===== config.mk =====
export PLATFORM = sky130hd
export DESIGN_NAME = mips_datapath_writeback_stage
export DESIGN_NICKNAME = d
export VERILOG_FILES = /design/src/rtl/mips_datapath_writeback_stage.sv
export SDC_FILE = /design/constraint.sdc
export NUM_CORES = 1
export LEC_CHECK = 0
export BUFFER_PORTS_ARGS = -buffer_cell sky130_fd_sc_hd__buf_2
export CAP_MARGIN = 10
export CELL_PAD_IN_SITES_DETAIL_PLACEMENT = 1
export CELL_PAD_IN_SITES_GLOBAL_PLACEMENT = 2
export CORE_MARGIN = 1.5
export CORE_UTILIZATION = 30
export DETAILED_ROUTE_END_ITERATION = 7
export GPL_ROUTABILITY_DRIVEN = 0
export GPL_TIMING_DRIVEN = 0
export PLACE_DENSITY_LB_ADDON = 0.12
export REMOVE_ABC_BUFFERS = 1
export SLEW_MARGIN = 15
export SYNTH_ARGS = -nofsm -noshare
export SYNTH_HDL_FRONTEND = slang
export SYNTH_SLANG_ARGS = --single-unit

===== constraint.sdc =====
create_clock -name clock -period 2.7 [get_ports clock]
set_input_delay 0.54 -clock clock [delete_from_list [all_inputs] [get_ports clock]]
set_output_delay 0.54 -clock clock [all_outputs]
set_load 0.02 [all_outputs]

===== src/rtl/mips_datapath_writeback_stage.sv =====
// mips_datapath_writeback_stage
//
// Writeback stage that sits directly behind the memory datapath. It registers
// the MEM->WB control on each capture edge. Load data comes from memOut, which
// the memory drives one cycle after the address was presented. That makes it
// valid in the same cycle the instruction sits in WB. The stage picks the
// byte or half lane, extends it, and drives the register-file write port.
//
// Ports:
//   clock, reset        rising-edge clock, synchronous active-high reset
//   stall               hold all captured state this cycle
//   flush               kill the instruction captured on this edge (ignored while stalled)
//   inValid             memory-stage instruction valid
//   aluResult           ALU result / memory byte address
//   destReg             destination register index
//   regWrite            instruction writes the register file
//   memToReg            1 = write load data, 0 = write aluResult
//   size                00 word, 01 half, 10 byte, 11 word
//   byteExtend          1 = sign-extend, 0 = zero-extend sub-word loads
//   memOut              memory read word (one-cycle latency)
//   outValid            instruction valid in WB
//   wbData, wbReg       register-file write data / index
//   wbWrite             register-file write enable
//   retired             count of instructions retired (wraps)

module mips_datapath_writeback_stage #(
    parameter int REG_W    = 5,
    parameter int COUNT_W  = 32,
    parameter bit ZERO_REG = 1'b1
) (
    input  logic               clock,
    input  logic               reset,
    input  logic               stall,
    input  logic               flush,
    input  logic               inValid,
    input  logic [31:0]        aluResult,
    input  logic [REG_W-1:0]   destReg,
    input  logic               regWrite,
    input  logic               memToReg,
    input  logic [1:0]         size,
    input  logic               byteExtend,
    input  logic [31:0]        memOut,
    output logic               outValid,
    output logic [31:0]        wbData,
    output logic [REG_W-1:0]   wbReg,
    output logic               wbWrite,
    output logic [COUNT_W-1:0] retired
);

    typedef struct packed {
        logic             valid;
        logic [31:0]      alu;     // also supplies the address low bits for lane select
        logic [REG_W-1:0] dest;
        logic             regWrite;
        logic             memToReg;
        logic [1:0]       size;
        logic             byteExtend;
    } wbState_t;

    wbState_t     st;
    logic [31:0]  holdReg;
    logic         held;

    // memOut is only guaranteed for the single cycle after the address. If the
    // stage stalls, the word is snapshotted on the first stalled edge. It is
    // then served from holdReg until the next capture edge.
    always_ff @(posedge clock) begin
        if (reset) begin
            st      <= '0;
            holdReg <= '0;
            held    <= 1'b0;
            retired <= '0;
        end else begin
            if (!stall) begin
                st <= '{valid:      inValid & ~flush,
                       alu:        aluResult,
                       dest:       destReg,
                       regWrite:   regWrite,
                       memToReg:   memToReg,
                       size:       size,
                       byteExtend: byteExtend};
                held <= 1'b0;
            end else if (!held && st.memToReg) begin
                holdReg <= memOut;
                held    <= 1'b1;
            end

            // An instruction retires on the edge it leaves WB.
            if (st.valid && !stall)
                retired <= retired + COUNT_W'(1);
        end
    end

    logic [31:0] loadWord;
    logic [31:0] extracted;
    logic [7:0]  byteVal;
    logic [15:0] halfVal;

    assign loadWord = held ? holdReg : memOut;

    // Little-endian lane select: lane 0 is bits 7:0.
    always_comb begin
        byteVal   = loadWord[{st.alu[1:0], 3'b000} +: 8];
        halfVal   = st.alu[1] ? loadWord[31:16] : loadWord[15:0];
        extracted = loadWord;
        case (st.size)
            2'b10:   extracted = {{24{st.byteExtend & byteVal[7]}}, byteVal};
            2'b01:   extracted = {{16{st.byteExtend & halfVal[15]}}, halfVal};
            default: extracted = loadWord;
        endcase
    end

    logic zeroBlocked;
    assign zeroBlocked = ZERO_REG && (st.dest == '0);

    assign outValid = st.valid;
    assign wbReg    = st.dest;
    assign wbData   = !st.valid ? 32'h0 : (st.memToReg ? extracted : st.alu);
    assign wbWrite  = st.valid & st.regWrite & ~zeroBlocked;

endmodule


==> impl_metrics.py, run 1 <==
metrics = {
    "final_layout": {
        "nets": 864,
        "syn_to_final_growth_pct": 29.71,
        "final_area_um2": 7326,
        "drive_gt1_share_pct": 31.00,
    },
    "sta": {
        "setup_viol": 31,
        "timing.final.ws_setup_ps": -193.4,
        "worstMarginPinSlew_ps": 755.2,
        "relSlewSlack_pct": 49.43,
        "fin_crit_ps": 2893,
        "rsz0062_at_grt": "true",
        "fin_hold_ws_ps": 411.4,
        "finalMaxSlewViolations": 0,
        "post-route-period-util_pct": 107.2,
        "fin_skew_ps": 9.715,
        "hold_viol": 0,
        "fmax_mhz": 345.6,
    },
    "die": {
        "start_util_pct": 31.02,
        "die_area_um2": 19660,
        "dieWidth_um": 140.2,
        "ioPinCount": 150,
        "rows": 49,
        "die_h_um": 140.2,
        "fp.coreArea_um2": 18210,
    },
    "place": {
        "hpwlAfterDp_um": 12120,
        "port_buffers": 149,
        "dpl_cell_area_um2": 6548,
        "preCtsSetupSlack_ps": -803.2,
    },
    "global_routing": {
        "grt_pass1_wl_um": 29530,
        "grt_max_degree": 71,
        "grt_pass1_vias": 5420,
        "gr-total-overflow": 0,
        "antenna_found_initial": 4,
        "track_usage_pct": 19.26,
    },
    "run_status": {
        "outcome": "finished with violations",
        "violations": "negative setup slack",
    },
    "clock_tree": {
        "clkTransAtPathRegs_ps": 80,
        "insertion_delay_ps": 360,
        "ctsHtreeMaxLevel": 3,
        "cts.sinks": 108,
        "cts_max_path_buffers": 2,
        "numCtsBuffers": 9,
        "cts_root_buffer": "clkbuf_16",
        "tritoncts": "yes",
    },
    "setup_path": {
        "slowest_delay_ps": 540,
        "critPathSlowestCell": "mux4_2",
        "path_class": "reg -> out",
        "worst-path-max-fanout": 5,
        "path_cells": "mux4_2 > o21a_1 > a21oi_4 > buf_4 > a221oi_1 > a21o_1 > buf_2",
        "end_kind": "output port",
        "start_kind": "flip-flop",
        "crit_required_ps": 2160,
        "critPathBufInv": 2,
        "worstPathArrival_ps": 2350,
        "cp_top_family": "compound AO/OA/AOI/OAI gates",
    },
    "routing": {
        "vias_per_cell": 5.125,
        "wl_per_cell_um": 18.96,
        "postRouteWirelength_um": 19310,
        "vias": 5217,
        "drc": 0,
        "dr.pass1.iters": 4,
        "drt-initial-drc-count": 252,
        "drt.antenna.violating_nets": 0,
    },
    "logic_synthesis": {
        "yosys-top-cells-area": "dfxtp_1, mux2i_1, nand2_1",
        "yosys_most_used_dff": "dfxtp_1",
        "synth-seq-cells": 108,
        "synth-edff-count": 0,
        "yosysSeqAreaShare_pct": 38.28,
        "async_flop_share_pct": 0,
        "synth_top_area_share_pct": 38.28,
        "ys_types": 44,
        "syn_inst": 649,
        "synth_top_area_cell": "dfxtp_1",
        "syn-mean-instance-area_um2": 8.702,
        "syn-cell-area_um2": 5648,
        "yosysMostFrequentCell": "nand2_1",
        "synth_common_cells": "nand2_1, dfxtp_1, nor2_1",
        "synth-warning-count": 0,
    },
    "hold_path": {
        "hold_class": "in -> reg",
    },
    "power_and_ir_drop": {
        "powerDensity_nw_per_um2": 501.7,
        "power.leakage_nw": 3.067,
        "ir_drop_mv": 0.3237,
    },
    "run": {
        "max-cap-violations": 0,
    },
}
==> per-layer routing <==
| metal | share of wire (%) | routed length [um] | up-vias | global-route usage (%) |
|---|---|---|---|---|
| met5 | 0.083 | 16 | - | 0 |
| met4 | 1.0 | 198 | 2 | 3.989 |
| met3 | 4.3 | 828 | 13 | 4.171 |
| met2 | 49 | 9527 | 108 | 34.68 |
| met1 | 45 | 8734 | 2570 | 23.55 |
| li1 | - | - | 2524 | - |
==> cell type report <==
| class | count | area (um2) |
|---|---|---|
| Antenna cell | 2 | 5.005 |
| Clock buffer | 11 | 242.7 |
| Clock inverter | 5 | 75.07 |
| Fill cell | 2133 | 10880 |
| Inverter | 8 | 30.03 |
| Multi-Input combinational cell | 481 | 3317 |
| Sequential cell | 108 | 2173 |
| Tap cell | 229 | 286.5 |
| Timing Repair Buffer | 174 | 1196 |
==> worst paths after layout <==
check	start	end	slack [ps]	depth (start not counted)
setup / recovery	st[11]$_SDFFE_PP0N_	wbData[9]	-190	7
hold / removal	size[1]	st[2]$_SDFFE_PP0N_	410	3
setup reg to reg	outValid$_SDFFE_PP0N_	retired[30]$_SDFFE_PP0P_	480	5
hold reg to reg	holdReg[16]$_SDFFE_PP0P_	holdReg[16]$_SDFFE_PP0P_	470	2
==> repair_timing <==
item	in CTS	in global routing
pin swaps	2	16
hold buffers	0	0
setup endpoints to repair	32	32
gates resized for setup	25	42
setup buffers	16	5
cloned	0	2
==> state kept, by name, summed over array words and instances, names as in the netlist <==
signal    cells
holdReg      32
wbReg         5
held          1
retired      32
outValid      1
st           37
==> metrics by stage <==
stage / TNS [ps] / power, mW / util [%] / instances
2_1_floorplan: -28640 / 1.959 / - / 596
3_3_place_gp: -130560 / 2.160 / 35.40 / 974
3_5_place_dp: -17420 / 2.178 / 35.96 / 978
4_1_cts: -5464 / 3.711 / 39.15 / 1010
5_1_grt: -6946 / 3.834 / 40.22 / 1017
6_report: -4782 / 3.675 / 40.23 / 1018
==> cells by family after synthesis <==
kind of cell               synth area share (%)
buffers and inverters                     4.674
DFF                                       38.28
muxes                                     20.62
and+or+nand+nor                           19.34
xor gates and xnor gates                  4.342
adders and majority gates                0.6647
AOI/OAI and AO/OA                         12.07
==> worst reg2reg max path: stages (launching register included) <==
cell      delay, ps
dfxtp_2         620
nand3b_1        270
nor4_4          540
nand3_1         220
or3_1           380
a21oi_1         130
==> layout by cell type, fill, tap and decap left out, types with 9 or more instances in the layout <==
cell and instances:
nor2_1 77, nand3_1 9, dfxtp_1 103, mux4_2 14, xor2_1 18, a22o_1 16
buf_6 18, mux2i_1 68, buf_4 16, xnor2_1 10, a21oi_1 41, clkbuf_16 10
buf_2 128, mux2_2 15, o21ai_0 11, nand2_1 117, nand4_1 11
==> report_power, final <==
| part | total, mW | switching (mW) | internal [mW] |
|---|---|---|---|
| Sequential | 1.69 | 0.0495 | 1.64 |
| Clock | 1.46 | 0.627 | 0.836 |
| Combinational | 0.520 | 0.275 | 0.246 |
Power figures use the tool's default switching activity.
==> inputs of run 2 (changes only) <==
--- a/config.mk
+++ b/config.mk
@@ -6,11 +6,11 @@
 export NUM_CORES = 1
 export LEC_CHECK = 0
 export BUFFER_PORTS_ARGS = -buffer_cell sky130_fd_sc_hd__buf_2
-export CAP_MARGIN = 10
 export CELL_PAD_IN_SITES_DETAIL_PLACEMENT = 1
 export CELL_PAD_IN_SITES_GLOBAL_PLACEMENT = 2
 export CORE_MARGIN = 1.5
 export CORE_UTILIZATION = 30
+export CTS_BUF_LIST = sky130_fd_sc_hd__clkbuf_8
 export DETAILED_ROUTE_END_ITERATION = 7
 export GPL_ROUTABILITY_DRIVEN = 0
 export GPL_TIMING_DRIVEN = 0
==> impl_metrics.py, run 2 (same netlist as run 1, synthesis figures left out) <==
metrics = {
    "run_status": {
        "outcome": "finished with violations",
        "violations": "negative setup slack",
    },
    "clock_tree": {
        "clkTransAtPathRegs_ps": 110,
        "cts_root_buffer": "clkbuf_8",
        "insertion_delay_ps": 380,
        "numCtsBuffers": 9,
        "tritoncts": "yes",
        "ctsHoldBuffers": 0,
        "cts_max_path_buffers": 2,
        "ctsHtreeMaxLevel": 3,
        "cts.sinks": 108,
    },
    "final_layout": {
        "largest_reg_flops": 37,
        "fillers": 2141,
        "nets": 871,
        "final_area_um2": 7302,
        "largest-register": "st",
        "drive_gt1_share_pct": 31.49,
        "syn_to_final_growth_pct": 29.29,
        "final_cell_mix": "buf_2, nand2_1, dfxtp_1, nor2_1, mux2i_1",
        "reg.largest.list": "st (37), holdReg (32), retired (32)",
        "final_common_cell": "buf_2",
    },
    "sta": {
        "hold_viol": 0,
        "relSlewSlack_pct": 48.73,
        "post-route-period-util_pct": 108.8,
        "fin_hold_ws_ps": 381.9,
        "fin_skew_ps": 10.05,
        "setup_viol": 31,
        "worstMarginPinSlew_ps": 765.6,
        "timing.final.ws_setup_ps": -238.7,
        "fin_crit_ps": 2939,
        "finalMaxSlewViolations": 0,
        "fmax_mhz": 340.3,
        "rsz0062_at_grt": "true",
    },
    "die": {
        "start_util_pct": 31.02,
        "die_h_um": 140.2,
        "ioPinCount": 150,
        "fp.coreArea_um2": 18210,
        "dieWidth_um": 140.2,
        "rows": 49,
        "die_area_um2": 19660,
    },
    "power_and_ir_drop": {
        "p_sw_mw": 0.9179,
        "power.leakage_nw": 3.066,
        "ir_drop_mv": 0.2042,
        "combPwrFrac_pct": 15.7,
        "power_mw": 3.351,
        "switching_share_pct": 27.39,
        "pwr-share-seq_pct": 50.4,
        "internal-power_mw": 2.433,
        "clkPwrFrac_pct": 33.8,
        "powerDensity_nw_per_um2": 458.9,
    },
    "routing": {
        "drt.antenna.violating_nets": 0,
        "wl_per_cell_um": 19.04,
        "dr.pass1.iters": 4,
        "drc": 0,
        "postRouteWirelength_um": 19540,
        "vias_per_cell": 5.118,
        "vias": 5251,
        "drt-initial-drc-count": 218,
    },
    "global_routing": {
        "gr-total-overflow": 0,
        "track_usage_pct": 19.12,
        "grt_pass1_vias": 5411,
        "grt_max_degree": 71,
        "grt_pass1_wl_um": 29340,
        "antenna_found_initial": 4,
    },
    "setup_path": {
        "critPathSlowestCell": "mux4_2",
        "start_kind": "flip-flop",
        "path_class": "reg -> out",
        "worstPathArrival_ps": 2400,
        "path_cells": "mux4_2 > o21a_1 > a21oi_4 > buf_4 > a221oi_1 > a21o_1 > buf_2",
        "end_kind": "output port",
        "crit_required_ps": 2160,
        "slowest_delay_ps": 540,
        "worst-path-max-fanout": 5,
    },
    "run": {
        "max-cap-violations": 0,
    },
    "place": {
        "hpwlAfterDp_um": 12120,
        "port_buffers": 149,
        "dpl_cell_area_um2": 6548,
    },
    "hold_path": {
        "hold_class": "in -> reg",
    },
}
==> run 2: final timing paths <==
check	cells after the start	slack [ps]	from	end
min reg2reg	2	470	holdReg[16]$_SDFFE_PP0P_	holdReg[16]$_SDFFE_PP0P_
max reg2reg	5	610	retired[5]$_SDFFE_PP0P_	retired[30]$_SDFFE_PP0P_
max	7	-240	st[11]$_SDFFE_PP0N_	wbData[9]
min	3	380	size[1]	st[2]$_SDFFE_PP0N_
==> run 2: repair_timing <==
action / 4_1_cts / 5_1_grt
pin swaps: 2 / 17
gates cloned: 0 / 3
resized for setup: 15 / 54
setup buffers: 12 / 14
hold endpoints to repair: 0 / 0
setup endpoints to repair: 32 / 32
==> run 2: worst max-delay path, delay by kind of cell, from the launching register on <==
family,cells,cell delay [ps]
DFF,1,420
buffers and inverters,2,330
muxes,1,540
AOI/OAI and AO/OA,4,730
==> run 2: final cells by class <==
| type | instances | area [um2] | area share [%] |
|---|---|---|---|
| Tap cell | 229 | 286.5 | 3.924 |
| Clock inverter | 6 | 78.83 | 1.080 |
| Sequential cell | 108 | 2177 | 29.81 |
| Timing Repair Buffer | 181 | 1265 | 17.32 |
| Clock buffer | 10 | 137.6 | 1.885 |
| Inverter | 8 | 30.03 | 0.4112 |
| Multi-Input combinational cell | 481 | 3319 | 45.46 |
| Antenna cell | 3 | 7.507 | 0.1028 |
==> run 2: power by group through the flow <==
| stage | combinational [mW] | sequential (mW) | clock, mW |
|---|---|---|---|
| after global placement | 0.421 | 1.74 | 0 |
| after CTS | 0.487 | 1.69 | 1.19 |
| final | 0.527 | 1.69 | 1.13 |
| after floorplan | 0.232 | 1.73 | 0 |
| after global routing | 0.574 | 1.70 | 1.23 |
| after detailed placement | 0.435 | 1.74 | 0 |
==> run 2: per-layer routing <==
| layer | global-route usage (%) | up-vias | share of wire, % |
|---|---|---|---|
| met3 | 3.350 | 19 | 4.5 |
| met4 | 4.986 | 2 | 1.3 |
| met1 | 23.26 | 2575 | 44 |
| li1 | - | 2539 | - |
| met5 | 0 | - | 0.082 |
| met2 | 34.71 | 116 | 50 |
==> run 2: stage by stage <==
step | instances | util [%] | setup WS [ps] | setup TNS [ps]
2_1_floorplan | 596 | - | -964.4 | -28640
3_3_place_gp | 974 | 35.40 | -2329 | -130560
3_5_place_dp | 978 | 35.96 | -803.2 | -17420
4_1_cts | 1006 | 38.12 | -273.3 | -7121
5_1_grt | 1024 | 40.07 | -329.3 | -8846
6_report | 1026 | 40.10 | -238.7 | -6015
==> inputs of run 3 (changes only) <==
--- a/config.mk
+++ b/config.mk
@@ -9,12 +9,12 @@
 export CELL_PAD_IN_SITES_DETAIL_PLACEMENT = 1
 export CELL_PAD_IN_SITES_GLOBAL_PLACEMENT = 2
 export CORE_MARGIN = 1.5
-export CORE_UTILIZATION = 30
+export CORE_UTILIZATION = 29
 export CTS_BUF_LIST = sky130_fd_sc_hd__clkbuf_8
 export DETAILED_ROUTE_END_ITERATION = 7
 export GPL_ROUTABILITY_DRIVEN = 0
 export GPL_TIMING_DRIVEN = 0
-export PLACE_DENSITY_LB_ADDON = 0.12
+export PLACE_DENSITY_LB_ADDON = 0.1
 export REMOVE_ABC_BUFFERS = 1
 export SLEW_MARGIN = 15
 export SYNTH_ARGS = -nofsm -noshare
==> constraint.sdc (replaced) <==
create_clock -name clock -period 2.4 [get_ports clock]
set_input_delay 0.48 -clock clock [delete_from_list [all_inputs] [get_ports clock]]
set_output_delay 0.48 -clock clock [all_outputs]
set_load 0.02 [all_outputs]
==> impl_metrics.py, run 3 (same netlist as run 1, synthesis figures left out) <==
metrics = {
    "power_and_ir_drop": {
        "pwr-share-seq_pct": 54.1,
        "clkPwrFrac_pct": 29.1,
        "switching_share_pct": 29.16,
        "p_sw_mw": 1.025,
        "power.leakage_nw": 3.005,
        "powerDensity_nw_per_um2": 486.0,
        "combPwrFrac_pct": 16.8,
        "ir_drop_mv": 0.2665,
        "internal-power_mw": 2.490,
    },
    "final_layout": {
        "nets": 860,
        "final_common_cell": "buf_2",
        "drive_gt1_share_pct": 30.60,
        "largest-register": "st",
        "reg.largest.list": "st (37), holdReg (32), retired (32)",
        "final_cell_mix": "buf_2, nand2_1, dfxtp_1, nor2_1, mux2i_1",
        "largest_reg_flops": 37,
        "syn_to_final_growth_pct": 28.05,
        "utilization_pct": 38.28,
    },
    "setup_path": {
        "crit_required_ps": 1920,
        "r2r_slack_ps": 270,
        "start_kind": "flip-flop",
        "end_kind": "output port",
        "worst-path-max-fanout": 8,
        "path_class": "reg -> out",
        "r2r_cells": 5,
        "worstPathArrival_ps": 2390,
        "r2r_end": "retired[30]$_SDFFE_PP0P_",
        "crit_start": "st[11]$_SDFFE_PP0N_",
        "r2r-start": "outValid$_SDFFE_PP0N_",
    },
    "clock_tree": {
        "numCtsBuffers": 9,
        "ctsHtreeMaxLevel": 3,
        "clkTransAtPathRegs_ps": 110,
        "cts.sinks": 108,
        "tritoncts": "yes",
        "insertion_delay_ps": 380,
        "cts_root_buffer": "clkbuf_8",
        "ctsHoldBuffers": 0,
        "cts_max_path_buffers": 2,
    },
    "routing": {
        "vias_per_cell": 4.954,
        "route.layer.met1.wl_um": 8576,
        "drt.antenna.violating_nets": 0,
        "vias": 5167,
        "dr.pass1.iters": 5,
        "postRouteWirelength_um": 19130,
        "top_layer": "met4",
        "route.met3.wl_um": 775,
        "drc": 0,
        "drt-initial-drc-count": 152,
        "wl_per_cell_um": 18.34,
        "wl_met2_um": 9550,
    },
    "run_status": {
        "outcome": "finished with violations",
        "violations": "negative setup slack",
    },
    "die": {
        "rows": 50,
        "ioPinCount": 150,
        "start_util_pct": 29.89,
        "fp.coreArea_um2": 18890,
        "die_h_um": 142.6,
        "dieWidth_um": 142.6,
        "die_area_um2": 20320,
    },
    "hold_path": {
        "hold_path_depth": 3,
        "worstHoldStart": "destReg[3]",
        "hold_class": "in -> reg",
        "holdPathEnd": "wbReg[3]$_SDFFE_PP0N_",
    },
    "global_routing": {
        "grt_pass1_wl_um": 30150,
        "track_usage_pct": 19.28,
        "gr-total-overflow": 0,
        "grt_pass1_vias": 5442,
        "antenna_found_initial": 1,
        "grt_max_degree": 64,
    },
    "sta": {
        "fin_skew_ps": 10.27,
        "timing.setup.tns_ps": -13650,
        "setup_viol": 32,
        "post-route-period-util_pct": 119.7,
        "hold_viol": 0,
        "relSlewSlack_pct": 50.23,
        "finalMaxSlewViolations": 0,
        "timing.final.ws_setup_ps": -472.4,
        "fin_crit_ps": 2872,
        "fmax_mhz": 348.1,
        "worstMarginPinSlew_ps": 746.6,
        "rsz0062_at_grt": "true",
    },
    "place": {
        "hpwlAfterDp_um": 12190,
        "port_buffers": 149,
    },
    "run": {
        "max-cap-violations": 0,
    },
}
[run 3: cell count changes in the layout (fill, tap and decap cells not counted), sizes merged]
cell	before	now
inv	9	10
bufinv	2	0
clkbuf	14	10
diode	3	2
bufbuf	0	1
buf	177	168
[run 3: layout make-up]
type,count,area (um2)
Inverter,8,30.03
Multi-Input combinational cell,481,3327
Tap cell,260,325.3
Sequential cell,108,2173
Clock inverter,5,31.28
Timing Repair Buffer,170,1216
Clock buffer,9,123.9
Antenna cell,2,5.005
Fill cell,2250,11660
[run 3: worst max path at each step]
stage | endpoint | slack [ps] | cells past startpoint
floorplan | wbData[30] | -1200 | 5
global placement | wbData[17] | -2640 | 6
detailed placement | wbData[17] | -1150 | 6
CTS | wbData[4] | -520 | 8
global route | wbData[9] | -570 | 7
finish | wbData[14] | -470 | 7
[run 3: critical path, cell delays in order (launching register included)]
cell and delay, ps:
dfxtp_4 430, mux4_2 550, o21a_1 220, a21oi_4 170, buf_6 190, a221oi_1 100
a21o_1 180, buf_2 150
[run 3: timing repair]
| action | in CTS | in global routing |
|---|---|---|
| endpoints found under the setup margin | 35 | 35 |
| setup buffers | 12 | 2 |
| gates cloned | 3 | 0 |
| resized for setup | 62 | 12 |
| pin swaps | 17 | 5 |
[run 3: metal layers]
metal / vias to the layer above / GRT usage [%]
met2: 107 / 34.13
met5: - / 0
met4: 0 / 4.721
li1: 2512 / -
met3: 13 / 3.735
met1: 2535 / 23.97
[run 3: stage by stage]
step | hold WS (ps) | cells | power, mW | setup slack (ps) | instance area (um2)
global placement | 438.3 | 1005 | 2.432 | -2636 | 6485
detailed placement | 461.3 | 1011 | 2.469 | -1153 | 6646
floorplan | 426.8 | 596 | 2.204 | -1204 | 5414
finish | 316.5 | 1043 | 3.515 | -472.4 | 7232
CTS | 291.1 | 1040 | 3.589 | -519.2 | 7193
global route | 308.3 | 1041 | 3.711 | -570.3 | 7227
[run 3: power by group through the flow]
stage	combinational, mW	clock [mW]	sequential, mW
CTS	0.587	1.10	1.90
floorplan	0.261	0	1.94
global placement	0.477	0	1.96
global route	0.642	1.16	1.91
finish	0.589	1.02	1.90
detailed placement	0.516	0	1.95
